$ cat config.mk
export PLATFORM = sky130hd
export DESIGN_NAME = mem_access_seq
export DESIGN_NICKNAME = d
export VERILOG_FILES = /design/src/rtl/mem_seq_pkg.sv /design/src/rtl/byte_lane_merge.sv /design/src/rtl/mem_access_seq.sv
export SDC_FILE = /design/constraint.sdc
export NUM_CORES = 1
export LEC_CHECK = 0
export CAP_MARGIN = 10
export CORE_MARGIN = 2
export CORE_UTILIZATION = 51
export DETAILED_ROUTE_END_ITERATION = 16
export PLACE_DENSITY = 0.9
export SYNTH_ARGS = -nofsm -noshare
export SYNTH_HDL_FRONTEND = slang
export SYNTH_SLANG_ARGS = --single-unit
$ cat constraint.sdc
create_clock -name clk -period 6.9 [get_ports clk]
set_input_delay 0.69 -clock clk [delete_from_list [all_inputs] [get_ports clk]]
set_output_delay 0.69 -clock clk [all_outputs]
set_load 0.03 [all_outputs]
$ cat src/rtl/mem_seq_pkg.sv
// ============================================================================
// Module : mem_seq_pkg
// Brief  : Shared encodings and alignment helper for the memory access sequencer.
// Rev    : 1.0
// ============================================================================
`default_nettype none

package mem_seq_pkg;

  localparam logic [1:0] SZ_WORD = 2'b00;
  localparam logic [1:0] SZ_HALF = 2'b01;
  localparam logic [1:0] SZ_BYTE = 2'b10;

  typedef enum logic [1:0] {
    ST_IDLE = 2'd0,
    ST_RD   = 2'd1,
    ST_WR   = 2'd2,
    ST_DONE = 2'd3
  } state_e;

  // The reserved size code behaves exactly like a word access.
  function automatic logic is_word(input logic [1:0] size);
    return (size != SZ_HALF) && (size != SZ_BYTE);
  endfunction

  function automatic logic misaligned(input logic [1:0] size, input logic [1:0] lane);
    logic m;
    case (size)
      SZ_BYTE: m = 1'b0;
      SZ_HALF: m = lane[0];
      default: m = (lane != 2'b00);
    endcase
    return m;
  endfunction

endpackage

`default_nettype wire

$ cat src/rtl/byte_lane_merge.sv
// ============================================================================
// Module : byte_lane_merge
// Brief  : Little-endian lane insert (store merge) and lane extract (load).
// Rev    : 1.0
// ============================================================================
`default_nettype none

module byte_lane_merge
  import mem_seq_pkg::*;
(
  input  logic [31:0] old_word,
  input  logic [31:0] wdata,
  input  logic [1:0]  size,
  input  logic [1:0]  lane,
  output logic [31:0] merged,
  output logic [31:0] extracted
);

  always_comb begin
    merged    = old_word;
    extracted = old_word;
    case (size)
      SZ_BYTE: begin
        merged[{lane, 3'b000} +: 8] = wdata[7:0];
        extracted = {24'd0, old_word[{lane, 3'b000} +: 8]};
      end
      SZ_HALF: begin
        merged[{lane[1], 4'b0000} +: 16] = wdata[15:0];
        extracted = {16'd0, old_word[{lane[1], 4'b0000} +: 16]};
      end
      default: begin
        merged    = wdata;
        extracted = old_word;
      end
    endcase
  end

endmodule

`default_nettype wire

$ cat src/rtl/mem_access_seq.sv
// ============================================================================
// Module : mem_access_seq
// Brief  : Multicycle load/store sequencer (read, write, read-modify-write).
// Rev    : 1.0
// ============================================================================
`default_nettype none

module mem_access_seq
  import mem_seq_pkg::*;
#(
  parameter int READ_LAT = 1
) (
  input  logic        clk,
  input  logic        reset,
  input  logic        req,
  input  logic        we,
  input  logic [1:0]  size,
  input  logic [31:0] addr,
  input  logic [31:0] wdata,
  output logic [31:0] rdata,
  output logic        busy,
  output logic        done,
  output logic        err,
  output logic [31:0] mem_addr,
  output logic        mem_wr,
  output logic [31:0] mem_wdata,
  input  logic [31:0] mem_rdata
);

  localparam int              CNT_W    = $clog2(READ_LAT + 1);
  localparam logic [CNT_W-1:0] CNT_LAST = CNT_W'(READ_LAT - 1);

  state_e            state_q, state_d;
  logic [CNT_W-1:0]  cnt_q, cnt_d;
  logic              we_q, we_d;
  logic [1:0]        size_q, size_d;
  logic [1:0]        lane_q, lane_d;
  logic [31:0]       wdata_q, wdata_d;
  logic [31:0]       mem_addr_q, mem_addr_d;
  logic [31:0]       mem_wdata_q, mem_wdata_d;
  logic [31:0]       rdata_q, rdata_d;
  logic              err_q, err_d;
  logic [31:0]       merged_w, extracted_w;

  byte_lane_merge u_merge (
    .old_word  (mem_rdata),
    .wdata     (wdata_q),
    .size      (size_q),
    .lane      (lane_q),
    .merged    (merged_w),
    .extracted (extracted_w)
  );

  always_ff @(posedge clk or posedge reset) begin
    if (reset) begin
      state_q     <= ST_IDLE;
      cnt_q       <= '0;
      we_q        <= 1'b0;
      size_q      <= SZ_WORD;
      lane_q      <= 2'b00;
      wdata_q     <= '0;
      mem_addr_q  <= '0;
      mem_wdata_q <= '0;
      rdata_q     <= '0;
      err_q       <= 1'b0;
    end else begin
      state_q     <= state_d;
      cnt_q       <= cnt_d;
      we_q        <= we_d;
      size_q      <= size_d;
      lane_q      <= lane_d;
      wdata_q     <= wdata_d;
      mem_addr_q  <= mem_addr_d;
      mem_wdata_q <= mem_wdata_d;
      rdata_q     <= rdata_d;
      err_q       <= err_d;
    end
  end

  always_comb begin
    state_d     = state_q;
    cnt_d       = cnt_q;
    we_d        = we_q;
    size_d      = size_q;
    lane_d      = lane_q;
    wdata_d     = wdata_q;
    mem_addr_d  = mem_addr_q;
    mem_wdata_d = mem_wdata_q;
    rdata_d     = rdata_q;
    err_d       = err_q;

    case (state_q)
      ST_IDLE: begin
        if (req) begin
          we_d       = we;
          size_d     = size;
          lane_d     = addr[1:0];
          wdata_d    = wdata;
          mem_addr_d = {addr[31:2], 2'b00};
          cnt_d      = '0;
          err_d      = misaligned(size, addr[1:0]);
          if (misaligned(size, addr[1:0])) begin
            state_d = ST_DONE;
          end else if (we && is_word(size)) begin
            mem_wdata_d = wdata;
            state_d     = ST_WR;
          end else begin
            state_d = ST_RD;
          end
        end
      end
      ST_RD: begin
        // Read data is sampled only on the edge closing the final wait cycle.
        if (cnt_q == CNT_LAST) begin
          if (we_q) begin
            mem_wdata_d = merged_w;
            state_d     = ST_WR;
          end else begin
            rdata_d = extracted_w;
            state_d = ST_DONE;
          end
        end else begin
          cnt_d = cnt_q + 1'b1;
        end
      end
      ST_WR:   state_d = ST_DONE;
      default: state_d = ST_IDLE;
    endcase
  end

  assign busy      = (state_q != ST_IDLE);
  assign done      = (state_q == ST_DONE);
  assign err       = (state_q == ST_DONE) && err_q;
  assign mem_wr    = (state_q == ST_WR);
  assign mem_addr  = mem_addr_q;
  assign mem_wdata = mem_wdata_q;
  assign rdata     = rdata_q;

endmodule

`default_nettype wire

==> results of run 1 <==
-- through the flow --
step / std cells / power (mW) / cell area [sq um] / util (%)
finish: 1002 / 4.94 / 9310 / 71.2
global route: 1002 / 5.21 / 9310 / 71.2
CTS: 1001 / 4.94 / 9300 / 71.1
detailed placement: 972 / 4.09 / 8770 / 67.0
global placement: 972 / 3.98 / 8770 / 67.0
floorplan: 639 / 3.13 / 6750 / -
-- logic make-up (layout without fill, tap and decap cells) --
family                     after synthesis  count (layout)  share of synthesized area, %
muxes                                   80              80                          13.4
AOI/OAI and AO/OA                      174             174                          18.0
and+or+nand+nor                        169             169                          12.0
DFF                                    134             134                          49.7
adders and majority gates               12              12                          2.23
buffers and inverters                   68             255                          4.66
other                                    1               2                        0.0556
-- cell usage after synthesis, types with 2 or more instances --
cell	number
o31ai_1	9
o21ai_0	48
buf_4	4
nand2_1	83
dfrtp_1	134
and2_1	3
buf_6	2
a21o_1	8
nor2_1	28
o211ai_1	25
a22oi_1	8
a31oi_1	8
nand3_1	9
clkbuf_1	18
nand2b_1	13
nand4_1	8
mux2i_1	9
inv_1	20
buf_2	22
a21oi_2	3
mux2_2	70
nand3b_1	10
a221o_1	7
nor2b_1	11
o21ai_1	10
ha_1	12
a221oi_1	32
a21oi_1	11
-- routing by layer --
metal / vias to the layer above / track usage, % / part of all wire, %
met5: - / 0 / 0
met4: 0 / 13.9 / 3.8
met3: 59 / 8.29 / 8.7
met2: 297 / 48.9 / 49
met1: 2942 / 35.7 / 38
li1: 2672 / - / -
-- layout make-up --
class / count / share of cell area [%]
well taps: 176 / 2.36
repair buffers: 206 / 22.0
inverters: 20 / 0.833
multi-input cells: 437 / 33.1
flip-flops and latches: 134 / 36.0
clock buffers: 25 / 5.21
clock inverters: 4 / 0.511
-- sequential cells by signal, indices dropped and copies added, names as in the netlist, 2 cells and up --
| name | flops |
|---|---|
| size_q | 2 |
| mem_addr | 30 |
| lane_q | 2 |
| state_q | 2 |
| rdata | 32 |
| wdata_q | 32 |
| mem_wdata | 32 |
-- cell usage in the layout (no fill, tap or decap), types with 12 or more instances in the layout --
| cell type | instances |
|---|---|
| clkdlybuf4s50_1 | 199 |
| dfrtp_1 | 134 |
| nand2_1 | 83 |
| mux2_2 | 70 |
| o21ai_0 | 48 |
| a221oi_1 | 32 |
| nor2_1 | 28 |
| o211ai_1 | 25 |
| inv_1 | 19 |
| clkbuf_16 | 17 |
| nand2b_1 | 13 |
| ha_1 | 12 |
-- worst paths after layout --
kind	from	endpoint	slack (ps)	depth (start not counted)
worst max-delay path	state_q[1]	mem_wdata[1]	3830	8
worst min-delay path	rdata[20]	rdata[20]	470	2
worst max register to register	state_q[1]	mem_wdata[1]	3830	8
worst min register to register	rdata[20]	rdata[20]	470	2
max in group asynchronous	reset	rdata[6]	4700	3
min in group asynchronous	reset	mem_addr[11]	730	2
-- critical path, delay by kind of cell (launching register included) --
kind | cells | cell delay (ps)
buffers and inverters | 3 | 770
adder cells (fa/ha/maj) | 1 | 180
flip-flops | 1 | 380
AND/OR/NAND/NOR | 2 | 490
AO/OA/AOI/OAI | 2 | 1120
-- where the power goes --
part	total (mW)	switching, mW	leakage (nW)	internal (mW)
clock	0.829	0.314	0.259	0.516
combinational	2.63	1.54	1.87	1.09
sequential	1.48	0.313	1.62	1.17
total	4.94	2.16	3.76	2.77
==> results.toml, run 1 <==
[run_status]
outcome = "finished, final reports clean"

[cells_and_area]
final_layout_size_suffix_gt1_share_pct = 13.7
multi_input_area_sq_um = 3080
syn_to_final_growth_pct = 38.1
finalNetCount = 930
fillers = 901
antenna_cells = 0
final-seq-area_sq_um = 3350

[grt]
overflow = 0
grt_pass1_vias = 6194
grt_first_pass_wirelength_mm = 32.3
gr-usage-all-layers_pct = 29.5
grt_max_degree = 81
antenna_found_initial = 0

[route]
drc_errors = 0
wire_per_inst_um = 20.1
ant_nets = 0
drt_pre_antenna_iters = 8
detail_route.iter0.violations = 496
viasPerCell = 5.96
routed_wl_mm = 20.1
vias = 5970

[yosys]
async_reset_ff_share_pct = 100
ys_seq_area_share_pct = 49.7
postSynthAreaPerCell_sq_um = 10.6
ys_types = 41
synth_top_area_cell = "dfrtp_1"
synth-main-ff-cell = "dfrtp_1"
synth.area.top_cells = "dfrtp_1 (50%), mux2_2 (12%), nand2_1 (4.6%), a221oi_1 (4.2%), o21ai_0 (3.6%)"
synth-seq-cells = 134
synthCells = 638
synth_top_area_share_pct = 49.7
yosys_warnings = 0
synth_edf_count = 0
synth_area_sq_um = 6740

[clock_network]
cts_tree = "done"
clk_pin_slew_ps = 50
clockRootBuffer = "clkbuf_16"
clk_latency_ps = 420
h-tree-depth = 4
clock-sinks = 134
post_cts_resized = 0
hold_buffers = 0
cts_buffers = 17
cts_max_path_buffers = 2
post-cts-setup-buffers = 0

[place]
place_ws_ps = 3540
port_buffers = 199
hpwl_mm = 14.5
place.gp.congestion = 0.904

[sta]
setup_viol = 0
fin_setup_tns_ps = 0
min_period_over_period_pct = 44.5
tightest_slew_ps = 1030
period_minus_slack_ps = 3070
max_clock_freq_ghz = 0.326
holdWs_ps = 473
relSlewSlack_pct = 31.1
slew_violations = 0
rsz0062_at_grt = "no"
clock_skew_ps = 8.06
fin_ws_ps = 3830
finalHoldViolCount = 0

[die]
die_h_um = 119
ios = 202
start_util_pct = 51.5
design.core.area_sq_um = 13100
dieArea_sq_um = 14200
rows = 42
die_w_um = 119

[setup_path]
crit_chain = "inv_1 > ha_1 > buf_4 > nand2b_1 > buf_4 > a31o_2 > nand2_1 > o211ai_1"
crit_slowest_cell = "a31o_2"
cp-end-kind = "flip-flop"
start_kind = "flip-flop"
required_ps = 7230
arrival_ps = 3390
cpPeakStageDelay_ps = 840
cp_common_cell = "buf_4"
path_class = "reg2reg"
path_max_fanout = 60

[worst_hold_path]
hold_class = "reg2reg"

[job]
maxCapViolations = 0

[power]
powerDensity_nw_per_um2 = 530
ir_drop_mv = 0.325
leakagePower_nw = 3.76
Power figures use the tool's default switching activity.
==> inputs of run 2 (changes only) <==
--- a/config.mk
+++ b/config.mk
@@ -7,9 +7,9 @@
 export LEC_CHECK = 0
 export CAP_MARGIN = 10
 export CORE_MARGIN = 2
-export CORE_UTILIZATION = 51
+export CORE_UTILIZATION = 48
 export DETAILED_ROUTE_END_ITERATION = 16
-export PLACE_DENSITY = 0.9
+export PLACE_DENSITY = 0.85
 export SYNTH_ARGS = -nofsm -noshare
 export SYNTH_HDL_FRONTEND = slang
 export SYNTH_SLANG_ARGS = --single-unit
==> constraint.sdc (replaced) <==
create_clock -name clk -period 3.1 [get_ports clk]
set_input_delay 0.31 -clock clk [delete_from_list [all_inputs] [get_ports clk]]
set_output_delay 0.31 -clock clk [all_outputs]
set_load 0.03 [all_outputs]
==> results.toml, run 2 (synthesis results as in run 1) <==
[run_status]
outcome = "finished, final reports clean"

[clock_network]
clockRootBuffer = "clkbuf_16"
cts_buffers = 17
h-tree-depth = 4
post_cts_resized = 0
post-cts-setup-buffers = 0
cts_tree = "done"
clk_pin_slew_ps = 60
clk_latency_ps = 420
clock-sinks = 134
cts_max_path_buffers = 2
hold_buffers = 0

[setup_path]
cp.depth = 5
cpPeakStageDelay_ps = 480
cp-end-kind = "flip-flop"
arrival_ps = 2610
crit_chain = "buf_4 > nand2b_1 > o21ai_1 > a221oi_1 > o31ai_1"
required_ps = 3390
path_max_fanout = 23
reg2reg_depth = 5
crit_slowest_cell = "dfrtp_1"
start_kind = "flip-flop"
crit_family = "compound AO/OA/AOI/OAI gates"
path_class = "reg2reg"
crit_buf_inv = 1

[power]
power.internal_mw = 6.24
combPwrFrac_pct = 53.5
swShare_pct = 43.9
p_clk_share_pct = 17.2
ir_drop_mv = 0.714
leakagePower_nw = 3.80
switchingPower_mw = 4.88
powerDensity_nw_per_um2 = 1180
p_seq_share_pct = 29.3

[sta]
period_minus_slack_ps = 2320
fin_setup_tns_ps = 0
relSlewSlack_pct = 46.9
finalHoldViolCount = 0
slew_violations = 0
min_period_over_period_pct = 74.8
clock_skew_ps = 4.95
setup_viol = 0
max_clock_freq_ghz = 0.431
rsz0062_at_grt = "no"
tightest_slew_ps = 796
holdWs_ps = 284

[die]
dieArea_sq_um = 15000
die_w_um = 123
rows = 43
die_h_um = 123
start_util_pct = 48.8
design.core.area_sq_um = 13800
ios = 202

[route]
routed_wl_mm = 20.0
wire_per_inst_um = 19.8
drt_pre_antenna_iters = 6
viasPerCell = 5.85
ant_nets = 0
vias = 5923
drc_errors = 0
detail_route.iter0.violations = 537

[cells_and_area]
final-seq-area_sq_um = 3350
mostFrequentLayoutCell = "clkdlybuf4s50_1"
mostFrequentLayoutCells = "clkdlybuf4s50_1 (199), dfrtp_1 (134), nand2_1 (83)"
finalNetCount = 935
antenna_cells = 0
multi_input_area_sq_um = 3080
final_layout_size_suffix_gt1_share_pct = 14.8
syn_to_final_growth_pct = 39.5
fillers = 977

[place]
port_buffers = 199
place.gp.congestion = 0.928
hpwl_mm = 14.2

[grt]
overflow = 0
grt_first_pass_wirelength_mm = 31.7
grt_pass1_vias = 6051
grt_max_degree = 114
antenna_found_initial = 0
gr-usage-all-layers_pct = 27.8

[worst_hold_path]
hold_class = "in2async"

[job]
maxCapViolations = 0
-- run 2: cell count changes in the layout (fill, tap and decap cells not counted), moves of 2 or more --
cell and delta:
clkinv_2 +2, buf_12 +2, clkinvlp_4 +2, buf_4 +4
clkbuf_1 -3
-- run 2: area by class of cell --
type | count | share of cell area (%)
Sequential cell | 134 | 35.6
Multi-Input combinational cell | 437 | 32.7
Timing Repair Buffer | 211 | 22.4
Clock buffer | 23 | 5.19
Tap cell | 180 | 2.39
Inverter | 20 | 0.838
Clock inverter | 8 | 0.785
-- run 2: routing by layer --
metal	vias up	track usage, %	wire [um]
met2	303	46.7	10100
met5	-	0	0
met3	56	7.90	1610
met4	0	11.0	605
met1	2876	33.7	7740
li1	2688	-	-
-- run 2: worst paths after layout --
kind	from	end	slack, ps
hold / removal	reset	mem_addr[17]	280
setup / recovery	lane_q[1]	mem_wdata[16]	780
min in group clk	rdata[22]	rdata[22]	470
max in group asynchronous	reset	rdata[20]	1890
setup reg to reg	lane_q[1]	mem_wdata[16]	780
hold reg to reg	rdata[22]	rdata[22]	470
-- run 2: power by group through the flow --
stage               clock network [mW]  registers, mW  logic [mW]
detailed placement                   0           3.26        5.90
floorplan                            0           4.19        2.79
CTS                               1.93           3.25        5.95
global placement                     0           3.22        5.75
finish                            1.91           3.26        5.96
global route                      2.02           3.34        6.41
-- run 2: stage by stage --
stage	worst slack, ps	utilization [%]	total power, mW	area [sq um]	std cells
floorplan	1120	-	6.97	6750	639
global placement	545	64.0	8.97	8840	982
detailed placement	503	64.0	9.16	8840	982
CTS	824	68.0	11.1	9410	1013
global route	553	68.0	11.8	9410	1013
finish	781	68.0	11.1	9410	1013
==> inputs of run 3 (changes only) <==
==> constraint.sdc (replaced) <==
create_clock -name clk -period 2.3 [get_ports clk]
set_input_delay 0.23 -clock clk [delete_from_list [all_inputs] [get_ports clk]]
set_output_delay 0.23 -clock clk [all_outputs]
set_load 0.03 [all_outputs]
==> results.toml, run 3 (synthesis results as in run 1) <==
[sta]
clock_skew_ps = 9.09
tightest_slew_ps = 648
min_period_over_period_pct = 93.7
rsz0062_at_grt = "no"
holdWs_ps = 256
relSlewSlack_pct = 56.6
max_clock_freq_ghz = 0.464
period_minus_slack_ps = 2160
fin_setup_tns_ps = 0
slew_violations = 0
finalHoldViolCount = 0
setup_viol = 0

[place]
place.gp.congestion = 0.950
place_area_sq_um = 8990
hpwl_mm = 14.9
port_buffers = 199

[setup_path]
cp-endpoint = "busy"
path_class = "reg2out"
cp-startpoint = "state_q[0]"
crit_chain = "inv_1 > ha_1 > inv_1 > clkdlybuf4s50_1"
crit_family = "buffers and inverters"
required_ps = 2070
rr_endpoint = "mem_wdata[18]"
cp-end-kind = "primary output"
crit_buf_inv = 3
cpPeakStageDelay_ps = 690
cp.depth = 4
path_max_fanout = 5
arrival_ps = 1930
crit_slowest_cell = "clkdlybuf4s50_1"
reg2reg_slack_ps = 170
reg2reg_depth = 6
timing.rr.start = "lane_q[1]"
start_kind = "flip-flop"
cp_common_cell = "inv_1"

[clock_network]
cts_max_path_buffers = 2
clockRootBuffer = "clkbuf_16"
cts_tree = "done"
clk_latency_ps = 420
cts_buffers = 17
clk_pin_slew_ps = 60
clock-sinks = 134
hold_buffers = 0
h-tree-depth = 4

[cells_and_area]
finalNetCount = 948
final_area_sq_um = 9620
fillers = 960
finish.utilization_pct = 69.6
syn_to_final_growth_pct = 42.7
mostFrequentLayoutCell = "clkdlybuf4s50_1"
mostFrequentLayoutCells = "clkdlybuf4s50_1 (199), dfrtp_1 (134), nand2_1 (83)"
final_layout_size_suffix_gt1_share_pct = 16.0
antenna_cells = 0

[job]
maxCapViolations = 0

[route]
detail_route.iter0.violations = 406
ant_nets = 0
drc_errors = 0
wire_per_inst_um = 19.8
vias = 6114
routed_wl_mm = 20.3
viasPerCell = 5.96
drt_pre_antenna_iters = 5

[die]
design.core.area_sq_um = 13800
die_w_um = 123
start_util_pct = 48.8
ios = 202
dieArea_sq_um = 15000
rows = 43
die_h_um = 123

[run_status]
outcome = "finished, final reports clean"

[grt]
grt_first_pass_wirelength_mm = 32.5
grt_pass1_vias = 6205
grt_max_degree = 63
gr-usage-all-layers_pct = 28.5
overflow = 0
antenna_found_initial = 0

[power]
leakagePower_nw = 3.91
powerDensity_nw_per_um2 = 1620
total_power_mw = 15.5
ir_drop_mv = 0.928

[worst_hold_path]
hold_class = "in2async"
## run 3: cell types whose count changed in the layout (fill, tap and decap cells not counted), sizes merged
cell	before	now
clkbuf	23	22
clkinv	5	3
bufinv	1	4
buf	12	25
## run 3: how the worst min path moves through the flow
stage                          from      endpoint  slack, ps
after floorplan             addr[0]     lane_q[0]        350
after global placement    rdata[18]     rdata[18]        450
after detailed placement  rdata[21]     rdata[21]        460
after CTS                     reset  mem_addr[19]        250
after global routing          reset  mem_addr[12]        290
final                         reset  mem_addr[14]        260
## run 3: area by class of cell
cell class / instances / area [sq um] / area share (%)
sequential: 134 / 3350 / 34.9
timing repair buffer: 224 / 2270 / 23.6
multi-input combinational: 437 / 3080 / 32.0
clock inverter: 9 / 150 / 1.56
inverter: 20 / 78.8 / 0.819
clock buffer: 22 / 464 / 4.83
tap: 180 / 225 / 2.34
## run 3: metrics by stage
step                      worst slack [ps]  instances
final                                  144       1026
after CTS                              127       1024
after floorplan                        405        639
after detailed placement              97.9        993
after global placement                 155        993
after global routing                  36.9       1026
## run 3: timing repair
item / 4_1_cts / 5_1_grt
buffers inserted: 0 / 2
resized for setup: 0 / 0
setup endpoints to repair: 0 / 8
## run 3: power breakdown
| part | switching (mW) | internal [mW] | leakage (nW) | total [mW] |
|---|---|---|---|---|
| sequential | 0.846 | 3.51 | 1.62 | 4.35 |
| combinational | 4.81 | 3.53 | 1.99 | 8.33 |
| clock | 0.992 | 1.86 | 0.296 | 2.85 |
| total | 6.64 | 8.89 | 3.91 | 15.5 |
## run 3: routing by layer
layer	part of all wire [%]	global-route usage [%]
met1	38	34.1
met4	3.9	13.6
met5	0	0
met3	8.9	9.34
met2	50	46.4
